**config.mk**
```make
export PLATFORM = sky130hd
export DESIGN_NAME = measurement_sequencer
export DESIGN_NICKNAME = d
export VERILOG_FILES = /design/src/rtl/measurement_sequencer.sv
export SDC_FILE = /design/constraint.sdc
export NUM_CORES = 1
export LEC_CHECK = 0
export CAP_MARGIN = 20
export CORE_MARGIN = 5
export CORE_UTILIZATION = 51
export DETAILED_ROUTE_END_ITERATION = 10
export GPL_ROUTABILITY_DRIVEN = 0
export GPL_TIMING_DRIVEN = 0
export HOLD_SLACK_MARGIN = 0.08
export PLACE_DENSITY = 0.72
export SETUP_SLACK_MARGIN = 0.4
export SYNTH_ARGS = -nofsm -noshare
export SYNTH_HDL_FRONTEND = slang
export SYNTH_SLANG_ARGS = --single-unit
```
**constraint.sdc**
```tcl
create_clock -name clk -period 7.6 [get_ports clk]
set_clock_uncertainty 0.2 [all_clocks]
set_input_delay 0.76 -clock clk [delete_from_list [all_inputs] [get_ports clk]]
set_output_delay 0.76 -clock clk [all_outputs]
set_load 0.03 [all_outputs]
```
**src/rtl/measurement_sequencer.sv**
```systemverilog
// rtl/measurement_sequencer.sv - start-to-done sequencer for the ring-oscillator counter measurement
//
// Purpose: runs one measurement for each accepted start. The sequence is
// counter clear, a gate window of programmable length, a settle period,
// a one-cycle latch strobe and then a framed serial shift-out.
//
// Ports:
//   clk           system clock
//   rst_n         synchronous active-low reset
//   ena           design enable; when low, all state and outputs hold
//   start         measurement request, level-sampled in IDLE and DONE
//   abort         cancels a running measurement; takes priority over start
//   window_sel    gate length select, W = 2^(WINDOW_BASE_LOG2 + 2*window_sel)
//   ctr_reset     counter clear strobe
//   gate          counter gate window
//   latch_counter one-cycle load strobe for the readout shift register
//   frame_active  high while readout bits are shifted out
//   bit_index     current frame bit, FRAME_BITS-1 down to 0; 0 outside SHIFT
//   busy          measurement in progress
//   done          one-cycle completion pulse
module measurement_sequencer #(
    parameter int WINDOW_BASE_LOG2 = 8,
    parameter int SETTLE_CYCLES    = 4,
    parameter int FRAME_BITS       = 24
) (
    input  logic       clk,
    input  logic       rst_n,
    input  logic       ena,
    input  logic       start,
    input  logic       abort,
    input  logic [1:0] window_sel,
    output logic       ctr_reset,
    output logic       gate,
    output logic       latch_counter,
    output logic       frame_active,
    output logic [4:0] bit_index,
    output logic       busy,
    output logic       done
);

    // One shared down-counter times every multi-cycle phase. It is wide
    // enough to hold W-1 for the largest window.
    localparam int CW = WINDOW_BASE_LOG2 + 6;

    localparam logic [CW-1:0] CNT_ONE     = CW'(1);
    localparam logic [CW-1:0] SETTLE_LOAD = CW'(SETTLE_CYCLES - 1);
    localparam logic [CW-1:0] FRAME_LOAD  = CW'(FRAME_BITS - 1);

    typedef enum logic [2:0] {
        S_IDLE,
        S_CLEAR,
        S_GATE,
        S_SETTLE,
        S_LATCH,
        S_SHIFT,
        S_DONE
    } state_t;

    state_t        r_state;
    logic [CW-1:0] r_cnt;
    logic [1:0]    r_wsel;

    logic          r_ctr_reset;
    logic          r_gate;
    logic          r_latch_counter;
    logic          r_frame_active;
    logic [4:0]    r_bit_index;
    logic          r_busy;
    logic          r_done;

    state_t        w_next_state;
    logic [CW-1:0] w_next_cnt;
    logic [1:0]    w_next_wsel;
    logic [CW:0]   w_win;
    logic [CW-1:0] w_win_m1;
    logic          w_in_busy;

    // W is computed one bit wider so that the largest window (2^CW) is
    // representable before the -1 brings it back into counter range.
    assign w_win    = (CW + 1)'(1) << (WINDOW_BASE_LOG2 + 2 * int'(r_wsel));
    assign w_win_m1 = CW'(w_win - (CW + 1)'(1));

    assign w_in_busy = (r_state == S_CLEAR) || (r_state == S_GATE) ||
                       (r_state == S_SETTLE) || (r_state == S_LATCH) ||
                       (r_state == S_SHIFT);

    always_comb begin
        w_next_state = r_state;
        w_next_cnt   = r_cnt;
        w_next_wsel  = r_wsel;

        if (abort && w_in_busy) begin
            w_next_state = S_IDLE;
            w_next_cnt   = '0;
        end else begin
            case (r_state)
                S_IDLE, S_DONE: begin
                    if (start && !abort) begin
                        w_next_state = S_CLEAR;
                        w_next_cnt   = SETTLE_LOAD;
                        w_next_wsel  = window_sel;
                    end else begin
                        w_next_state = S_IDLE;
                        w_next_cnt   = '0;
                    end
                end
                S_CLEAR: begin
                    if (r_cnt == '0) begin
                        w_next_state = S_GATE;
                        w_next_cnt   = w_win_m1;
                    end else begin
                        w_next_cnt = r_cnt - CNT_ONE;
                    end
                end
                S_GATE: begin
                    if (r_cnt == '0) begin
                        w_next_state = S_SETTLE;
                        w_next_cnt   = SETTLE_LOAD;
                    end else begin
                        w_next_cnt = r_cnt - CNT_ONE;
                    end
                end
                S_SETTLE: begin
                    if (r_cnt == '0) begin
                        w_next_state = S_LATCH;
                        w_next_cnt   = '0;
                    end else begin
                        w_next_cnt = r_cnt - CNT_ONE;
                    end
                end
                S_LATCH: begin
                    w_next_state = S_SHIFT;
                    w_next_cnt   = FRAME_LOAD;
                end
                S_SHIFT: begin
                    if (r_cnt == '0) begin
                        w_next_state = S_DONE;
                    end else begin
                        w_next_cnt = r_cnt - CNT_ONE;
                    end
                end
                default: begin
                    w_next_state = S_IDLE;
                    w_next_cnt   = '0;
                end
            endcase
        end
    end

    // Outputs are registered from the next-state decode so they line up
    // with the state register cycle for cycle. In SHIFT the counter itself
    // is the bit index.
    always_ff @(posedge clk) begin
        if (!rst_n) begin
            r_state         <= S_IDLE;
            r_cnt           <= '0;
            r_wsel          <= '0;
            r_ctr_reset     <= 1'b0;
            r_gate          <= 1'b0;
            r_latch_counter <= 1'b0;
            r_frame_active  <= 1'b0;
            r_bit_index     <= '0;
            r_busy          <= 1'b0;
            r_done          <= 1'b0;
        end else if (ena) begin
            r_state         <= w_next_state;
            r_cnt           <= w_next_cnt;
            r_wsel          <= w_next_wsel;
            r_ctr_reset     <= (w_next_state == S_CLEAR);
            r_gate          <= (w_next_state == S_GATE);
            r_latch_counter <= (w_next_state == S_LATCH);
            r_frame_active  <= (w_next_state == S_SHIFT);
            r_bit_index     <= (w_next_state == S_SHIFT) ? w_next_cnt[4:0] : 5'd0;
            r_busy          <= (w_next_state == S_CLEAR) || (w_next_state == S_GATE) ||
                               (w_next_state == S_SETTLE) || (w_next_state == S_LATCH) ||
                               (w_next_state == S_SHIFT);
            r_done          <= (w_next_state == S_DONE);
        end
    end

    assign ctr_reset     = r_ctr_reset;
    assign gate          = r_gate;
    assign latch_counter = r_latch_counter;
    assign frame_active  = r_frame_active;
    assign bit_index     = r_bit_index;
    assign busy          = r_busy;
    assign done          = r_done;

endmodule

```
== Word-level counts from Yosys, hierarchy flattened ==
Cells that the tools add are included.

* Bits in latches: 0
* Input port bits: 7
* Memory bits (writable): 0
* Memories: 0
* Register bits: 30
* Memory bits (read-only): 0
* Output and inout port bits: 11

* Magnitude comparators: 0
* Eq/ne operators: 13
* Add/sub/neg operators: 3
* Reduce and logical (&&, ||, !) cells: 16
* Multipliers: 0
* Divide/modulo/power cells: 0
* Bitwise operators: 1
* Shift-type cells: 1
* Multiplexer cells: 15

{| class="wikitable"
|+ Operators by type and width
! kind !! count
|-
| $pmux 14 s6 || 1
|-
| $mux 14 || 5
|-
| $sub 14x1->14 const B || 2
|-
| $eq 3x3->1 const B || 6
|-
| $pmux 3 s6 || 1
|-
| $mux 3 || 5
|-
| $logic_not 14->1 || 1
|-
| $shl 1x5->14 const A || 1
|-
| $eq 3x2->1 const B || 4
|-
| $logic_or 1x1->1 || 8
|-
| $eq 3x1->1 const B || 2
|-
| $add 4x3->5 const A || 1
|-
| $mux 5 || 1
|-
| $reduce_and 4->1 || 1
|-
| $logic_not 3->1 || 1
|-
| $ne 3x3->1 const B || 1
|-
| $logic_and 1x1->1 || 2
|-
| $mux 2 || 1
|-
| $reduce_and 2->1 || 1
|-
| $reduce_or 2->1 || 1
|-
| $logic_not 1->1 || 1
|-
| $mux 1 || 1
|-
| $not 1->1 || 1
|}

== Longest topological paths before layout ==
Gate-level depths: netlist of run 1.

* Depth after elaboration: 12
* Gate-level depth with buffers: 12

== Worst setup path before layout of run 1 ==
OpenSTA, ideal clock, no wires.

* Path type: reg-to-reg
* Start: register r_cnt[0]
* End: register r_bit_index[0], in the netlist bit_index[0]
* Path buffers: 1
* Library setup time: 0.117 ns
* Path slack: 4.636 ns
* Period minus slack after synthesis: 2.964 ns
* Data arrival time: 2.646 ns
* Cell stages (with the launch flop): 13
* Required time: 7.283 ns
* Path through: dfxtp_1 > inv_1 > ha_1 > or4b_4 > nor4_4 > inv_2 > buf_6 > ha_1 > nor2b_1 > o32a_1 > nor2_1 > o31a_1 > a32o_1

* Word-level cells in the longest chain between the ends: 6
* Elaborated cells on any way between the ends: 16
* Those cells by class: 1 x add/sub; 1 x eq/ne; 13 x mux; 1 x reduce/logical

{| class="wikitable"
|+ RTL lines
! item !! line !! source
|-
| start: declaration || 60 || <nowiki>logic [CW-1:0] r_cnt;</nowiki>
|-
| start signal: assignment || 167 || <nowiki>r_cnt <= w_next_cnt;</nowiki>
|-
| branches (longest 5 deep; another with $sub 14x1->14) || n/a ||
|-
| $mux 5 (*) || 173 || <nowiki>r_bit_index <= (w_next_state == S_SHIFT) ? w_next_cnt[4:0] : 5'd0;</nowiki>
|-
| end signal: assignment || 173 ||
|-
| end: declaration || 67 || <nowiki>logic [4:0] r_bit_index;</nowiki>
|}

Mark *: on every way between the ends. The select of a mux whose other input is x is not followed.
A chain may end at the register's enable or synchronous reset.

== Worst setup path in the final report of run 1 ==
Same ends and word-level chain as after synthesis.

==> results.ini, run 1 <==
[floorplan]
num_rows = 22
design.die.area_um2 = 5320
core_um2 = 3740
die_y_um = 72.9
die_x_um = 72.9
start_util = 0.539
ioPinCount = 18

[detailed_routing]
dr.pass1.iters = 4
vias = 2003
drt_iter0_drc = 211
wl_um = 5420
drc = 0
post_drt_wl_per_cell_um = 16.7
avgViaCountPerCell = 6.18
drtAntennaViolNets = 0

[synthesis]
synth.net_count = 266
synthCells = 255
yosysSeqAreaShare = 0.297
yosysTopAreaCellShare = 0.297
synthArstFlopShare = 0
ys.flop_type = dfxtp_1
yosysUniqueCellTypes = 63
yosysWarnings = 0
yosys.area.top_type = dfxtp_1
postSynthAreaPerCell_um2 = 7.92
synth-edff-count = 0
synth-seq-cells = 30
synth_area_leaders = dfxtp_1 (30%), nand2_1 (4.8%), nor2_1 (3.5%)
synth_area_um2 = 2020

[power_and_ir_drop]
power.total_uw = 406
p_leak_nw = 0.827
power_density_nw_per_um2 = 176
peakVddDrop_v = 0.000118

[global_route]
antenna_found_initial = 0
grt_max_degree = 12
grt_use_total = 0.215
grt_overflow_total = 0
grt_pass1_wl_um = 8930
first_global_vias = 1839

[timing]
setup_violations = 0
finalHoldViolations = 0
period_minus_slack_ns = 3.31
rsz0062_at_grt = no
tns_ns = 0
max_slew_margin = 0.521
max_freq_mhz = 302
worstMarginPinSlew_ns = 0.716
final_max_slew_viol_count = 0
fin_crit_sh = 0.436

[setup_path]
reg2reg_from = r_cnt[0]
critPathTopFamily = simple AND/OR/NAND/NOR gates
cpMaxStageDelayCell = or4b_4
worstSetupStartpointType = flop
criticalPathCategory = reg -> reg
worstPathRequired_ns = 7.58
end_kind = flop
worstPathArrival_ns = 3.29
r2r_slack_ns = 4.29
slowest_delay_ns = 0.55
path_max_fanout = 11
r2r_end = bit_index[0]
reg2reg_depth = 12
startpoint = r_cnt[0]
crit_buf_inv = 3
critical_path.cell_chain = inv_1, ha_1, or4b_4, nor4_4, inv_2, buf_6, ha_1, nor2b_1, o32a_1, nor2_1, o31a_1, a32o_1
crit_top_cell = ha_1

[clock_tree]
clock_sinks = 30
clk_pin_slew_worst_paths_ns = 0.06
cts_made_buffers = 5
cts_tree = yes
htree_levels = 2
clockBufferDepth = 2
root_buffer = clkbuf_8
cts_setup_buffers = 0
cts_resized = 0
ctsHoldBuffers = 0
worstSkewPairLatency_ns = 0.28

[finish]
areaGrowthSynthToFinish_pct = 14.5
postLayoutCoreUtil = 0.618
regArea_um2 = 601
layout-drive-gt1-share = 0.0906
multi_input_area_um2 = 1290
nFillCells = 359
fin_nets = 288
diodes = 0
fin_cells = 324

[placement]
io_buffers = 15
hpwlAfterDp_um = 3860
dpl.cell_count = 318

[worst_hold_path]
worstHoldStart = bit_index[3]
hold_depth = 2
hp-class = reg -> reg
min_to = bit_index[3]

[status]
status = complete, no violations

[flow_run]
drv_cap = 0

## worst max-delay path by stage
stage	to	cells after the start	slack, ns
final	bit_index[0]	12	4.29
after global routing	bit_index[0]	12	4.16
after detailed placement	bit_index[0]	12	4.34
after CTS	bit_index[0]	12	4.31
after floorplan	bit_index[0]	12	4.64
after global placement	bit_index[0]	12	4.37
## layer usage
layer / share of wire / track usage / wire [µm] / vias up
li1: - / - / - / 997
met1: 0.49 / 0.328 / 2670 / 940
met2: 0.44 / 0.301 / 2390 / 57
met3: 0.055 / 0.0441 / 296 / 9
met4: 0.013 / 0.0615 / 73 / 0
met5: 0 / 0 / 0 / -
## Yosys cell counts (2+ instances only)
library cell / instances
a21boi_0: 6
a21boi_1: 2
a21oi_1: 12
a22o_1: 2
a32o_1: 2
a41oi_1: 2
and2_1: 2
buf_2: 2
buf_6: 4
clkbuf_1: 12
dfxtp_1: 30
ha_1: 4
inv_1: 5
mux2i_1: 2
nand2_1: 26
nand2b_1: 6
nand3_1: 14
nand4_1: 3
nor2_1: 19
nor2b_1: 10
nor3_1: 11
nor4_1: 5
o211ai_1: 6
o21a_1: 5
o21ai_0: 14
o21ai_1: 2
o221a_1: 2
o31a_1: 2
o31ai_1: 4
o32a_1: 2
or2_2: 2
or3_1: 3
xnor2_1: 2
## cell families (layout without fill, tap and decap cells)
group,Yosys count,count (layout),synth area share
XOR/XNOR,3,3,0.0130
AO/OA/AOI/OAI,81,81,0.302
AND/OR/NAND/NOR,108,108,0.279
adder cells (fa/ha/maj),5,5,0.0297
flip-flops,30,30,0.297
multiplexers,3,3,0.0155
buffers and inverters,25,46,0.0626
## power breakdown
group | internal (mW) | switching (mW)
logic | 0.0437 | 0.0699
clock network | 0.0697 | 0.0575
registers | 0.161 | 0.00425
total | 0.275 | 0.132
## cell usage in the layout, fill, tap and decap left out, types with 2 or more instances in the layout
cell | netlist | layout
clkdlybuf4s50_1 | 0 | 15
clkbuf_1 | 12 | 12
xnor2_1 | 2 | 2
nor3_1 | 11 | 11
mux2i_1 | 2 | 2
nor2b_1 | 10 | 10
nand3_1 | 14 | 14
nand2b_1 | 6 | 6
nor2_1 | 19 | 19
a21boi_0 | 6 | 6
a21oi_1 | 12 | 12
dfxtp_1 | 30 | 30
clkbuf_8 | 0 | 6
a22o_1 | 2 | 2
and2_1 | 2 | 2
or3_1 | 3 | 3
o221a_1 | 2 | 2
buf_2 | 2 | 2
o32a_1 | 2 | 2
o31ai_1 | 4 | 4
nand2_1 | 26 | 26
nor4_1 | 5 | 5
or2_2 | 2 | 2
o21a_1 | 5 | 5
inv_1 | 5 | 5
nand4_1 | 3 | 3
o211ai_1 | 6 | 6
o31a_1 | 2 | 2
buf_6 | 4 | 4
a32o_1 | 2 | 2
a21boi_1 | 2 | 2
o21ai_0 | 14 | 14
a41oi_1 | 2 | 2
ha_1 | 4 | 4
o21ai_1 | 2 | 2
## registers in the layout, indices dropped and copies added (netlist names)
register	count
frame_active	1
busy	1
r_cnt	14
gate	1
bit_index	5
r_state	3
ctr_reset	1
latch_counter	1
done	1
r_wsel	2
## layout make-up
class,count,area share
timing repair buffer,15,0.0649
buffer,19,0.0449
clock buffer,6,0.0357
tap,48,0.0260
inverter,6,0.00974
multi-input combinational,200,0.559
sequential,30,0.260
## per-stage QoR
stage | setup slack (ns) | cell area, µm² | hold WS (ns)
2_1_floorplan | 4.64 | 2020 | 0.275
3_3_place_gp | 4.37 | 2230 | 0.238
3_5_place_dp | 4.34 | 2230 | 0.244
4_1_cts | 4.31 | 2310 | 0.258
5_1_grt | 4.16 | 2310 | 0.277
6_report | 4.29 | 2310 | 0.267
## worst min-delay path: stages (launching register included)
cell	delay [ns]
dfxtp_1	0.31
nand2_1	0.06
a21boi_1	0.05
(Power assumes the default switching activity.)
==> run 2: changes to the inputs <==
==> constraint.sdc (replaced) <==
create_clock -name clk -period 3.1 [get_ports clk]
set_clock_uncertainty 0.2 [all_clocks]
set_input_delay 0.31 -clock clk [delete_from_list [all_inputs] [get_ports clk]]
set_output_delay 0.31 -clock clk [all_outputs]
set_load 0.03 [all_outputs]
==> results.ini, run 2 (synthesis gave the netlist of run 1 again) <==
[timing]
final_max_slew_viol_count = 0
setup_slack_ns = 0.320
fin_crit_sh = 0.897
max_slew_margin = 0.569
rsz0062_at_grt = yes
setup_violations = 0
max_freq_mhz = 360
period_minus_slack_ns = 2.78
worstMarginPinSlew_ns = 0.645
tns_ns = 0
finalHoldViolations = 0
whs_ns = 0.266

[finish]
largest_register = r_cnt
layout-drive-gt1-share = 0.178
mostFrequentLayoutCell = dfxtp_1
largest_reg_flops = 14
areaGrowthSynthToFinish_pct = 23.6
design_area_um2 = 2500
final_cell_mix = dfxtp_1 (27), nand2_1 (26), nor2_1 (18), clkdlybuf4s50_1 (15)
fin_nets = 302
diodes = 0

[setup_path]
r2r_slack_ns = 0.32
critical_path.cell_chain = buf_6, or4_4, nor4_4, inv_2, buf_8, ha_4, nor2b_2, o32a_1, nor2_1, o31a_1, a32o_1
end_kind = flop
reg2reg_from = r_cnt[7]
critPathTopFamily = simple AND/OR/NAND/NOR gates
path_max_fanout = 4
slowest_delay_ns = 0.55
crit_buf_inv = 3
r2r_end = bit_index[0]
criticalPathCategory = reg -> reg
worstSetupStartpointType = flop
reg2reg_depth = 11
cpMaxStageDelayCell = or4_4
worstPathArrival_ns = 2.75
worstPathRequired_ns = 3.07

[clock_tree]
cts_made_buffers = 5
cts_tree = yes
root_buffer = clkbuf_8
clock_sinks = 30
htree_levels = 2
clockBufferDepth = 2
clk_pin_slew_worst_paths_ns = 0.07
worstSkewPairLatency_ns = 0.28

[placement]
io_buffers = 15
hpwlAfterDp_um = 3930
pre_cts_ws_ns = 0.0974
place_area_um2 = 2260

[detailed_routing]
drt_iter0_drc = 283
post_drt_wl_per_cell_um = 17.5
drtAntennaViolNets = 0
dr.pass1.iters = 4
wl_um = 5960
vias = 2107
drc = 0
avgViaCountPerCell = 6.20

[status]
status = complete, no violations

[floorplan]
ioPinCount = 18
core_um2 = 3740
die_x_um = 72.9
die_y_um = 72.9
num_rows = 22
design.die.area_um2 = 5320
start_util = 0.539

[power_and_ir_drop]
swShare = 0.328
p_leak_nw = 0.912
p_int_uw = 723
power_density_nw_per_um2 = 431
seqPwrFrac = 0.376
comb_power_share = 0.319
peakVddDrop_v = 0.000309
switchingPower_uw = 354
clockPowerShare = 0.305

[worst_hold_path]
hold_depth = 2
worstHoldStart = busy
min_to = busy
hp-class = reg -> reg

[global_route]
grt_pass1_wl_um = 9480
grt_use_total = 0.229
first_global_vias = 1870
grt_max_degree = 11
antenna_found_initial = 0
grt_overflow_total = 0

[flow_run]
drv_cap = 0

run 2: changes by cell type in the layout (fill, tap and decap cells not counted), sizes merged:
cell / delta
clkinv: +1
clkbuf: +1
buf: +14
run 2: per-stage QoR:
| step | power [mW] | std cells | utilization |
|---|---|---|---|
| 3_3_place_gp | 0.693 | 318 | 0.603 |
| 5_1_grt | 1.12 | 340 | 0.667 |
| 6_report | 1.08 | 340 | 0.667 |
| 4_1_cts | 1.06 | 335 | 0.653 |
| 2_1_floorplan | 0.626 | 255 | - |
| 3_5_place_dp | 0.693 | 318 | 0.603 |
run 2: worst max-delay path by stage:
stage	start	end	cells past startpoint
after floorplan	r_cnt[8]	bit_index[0]	11
after global placement	r_cnt[1]	bit_index[0]	12
after detailed placement	r_cnt[1]	bit_index[0]	12
after CTS	r_cnt[0]	bit_index[0]	12
after global routing	r_cnt[7]	bit_index[0]	11
final	r_cnt[7]	bit_index[0]	11
run 2: tightest hold or removal path, delay by kind of cell, from the launching register on:
kind               cells  cell delay [ns]
AOI/OAI and AO/OA      1             0.06
and+or+nand+nor        1             0.05
DFF                    1             0.33
run 2: power groups by stage:
stage	Clock (mW)	Combinational [mW]	Sequential [mW]
2_1_floorplan	0	0.212	0.415
3_3_place_gp	0	0.279	0.414
3_5_place_dp	0	0.279	0.414
4_1_cts	0.332	0.319	0.405
5_1_grt	0.351	0.364	0.406
6_report	0.329	0.343	0.405
run 2: cell type report:
| type | instances | area (µm²) |
|---|---|---|
| clock inverter | 1 | 5.00 |
| inverter | 6 | 27.5 |
| tap | 48 | 60.1 |
| clock buffer | 7 | 86.3 |
| multi-input combinational | 200 | 1330 |
| buffer | 19 | 124 |
| sequential | 30 | 609 |
| fill | 340 | 1250 |
| timing repair buffer | 29 | 255 |
run 2: routing by layer:
metal | part of all wire | GRT usage | vias up
li1 | - | - | 1021
met1 | 0.47 | 0.333 | 988
met2 | 0.44 | 0.345 | 90
met3 | 0.081 | 0.0455 | 8
met4 | 0.0084 | 0.0533 | 0
met5 | 0 | 0 | -
run 2: what timing repair did:
action                     in CTS  in global routing
setup buffers                   9                  5
pin swaps                       5                  6
setup endpoints to repair       2                  4
resized for setup              11                  6
cloned                          0                  0
hold buffers                    0                  0
==> run 3: changes to the inputs <==
--- a/config.mk
+++ b/config.mk
@@ -14,6 +14,7 @@
 export HOLD_SLACK_MARGIN = 0.08
 export PLACE_DENSITY = 0.72
 export SETUP_SLACK_MARGIN = 0.4
+export SLEW_MARGIN = 20
 export SYNTH_ARGS = -nofsm -noshare
 export SYNTH_HDL_FRONTEND = slang
 export SYNTH_SLANG_ARGS = --single-unit
==> results of run 3 <==
The final DEF is identical to that of run 2; final timing and power are the same.
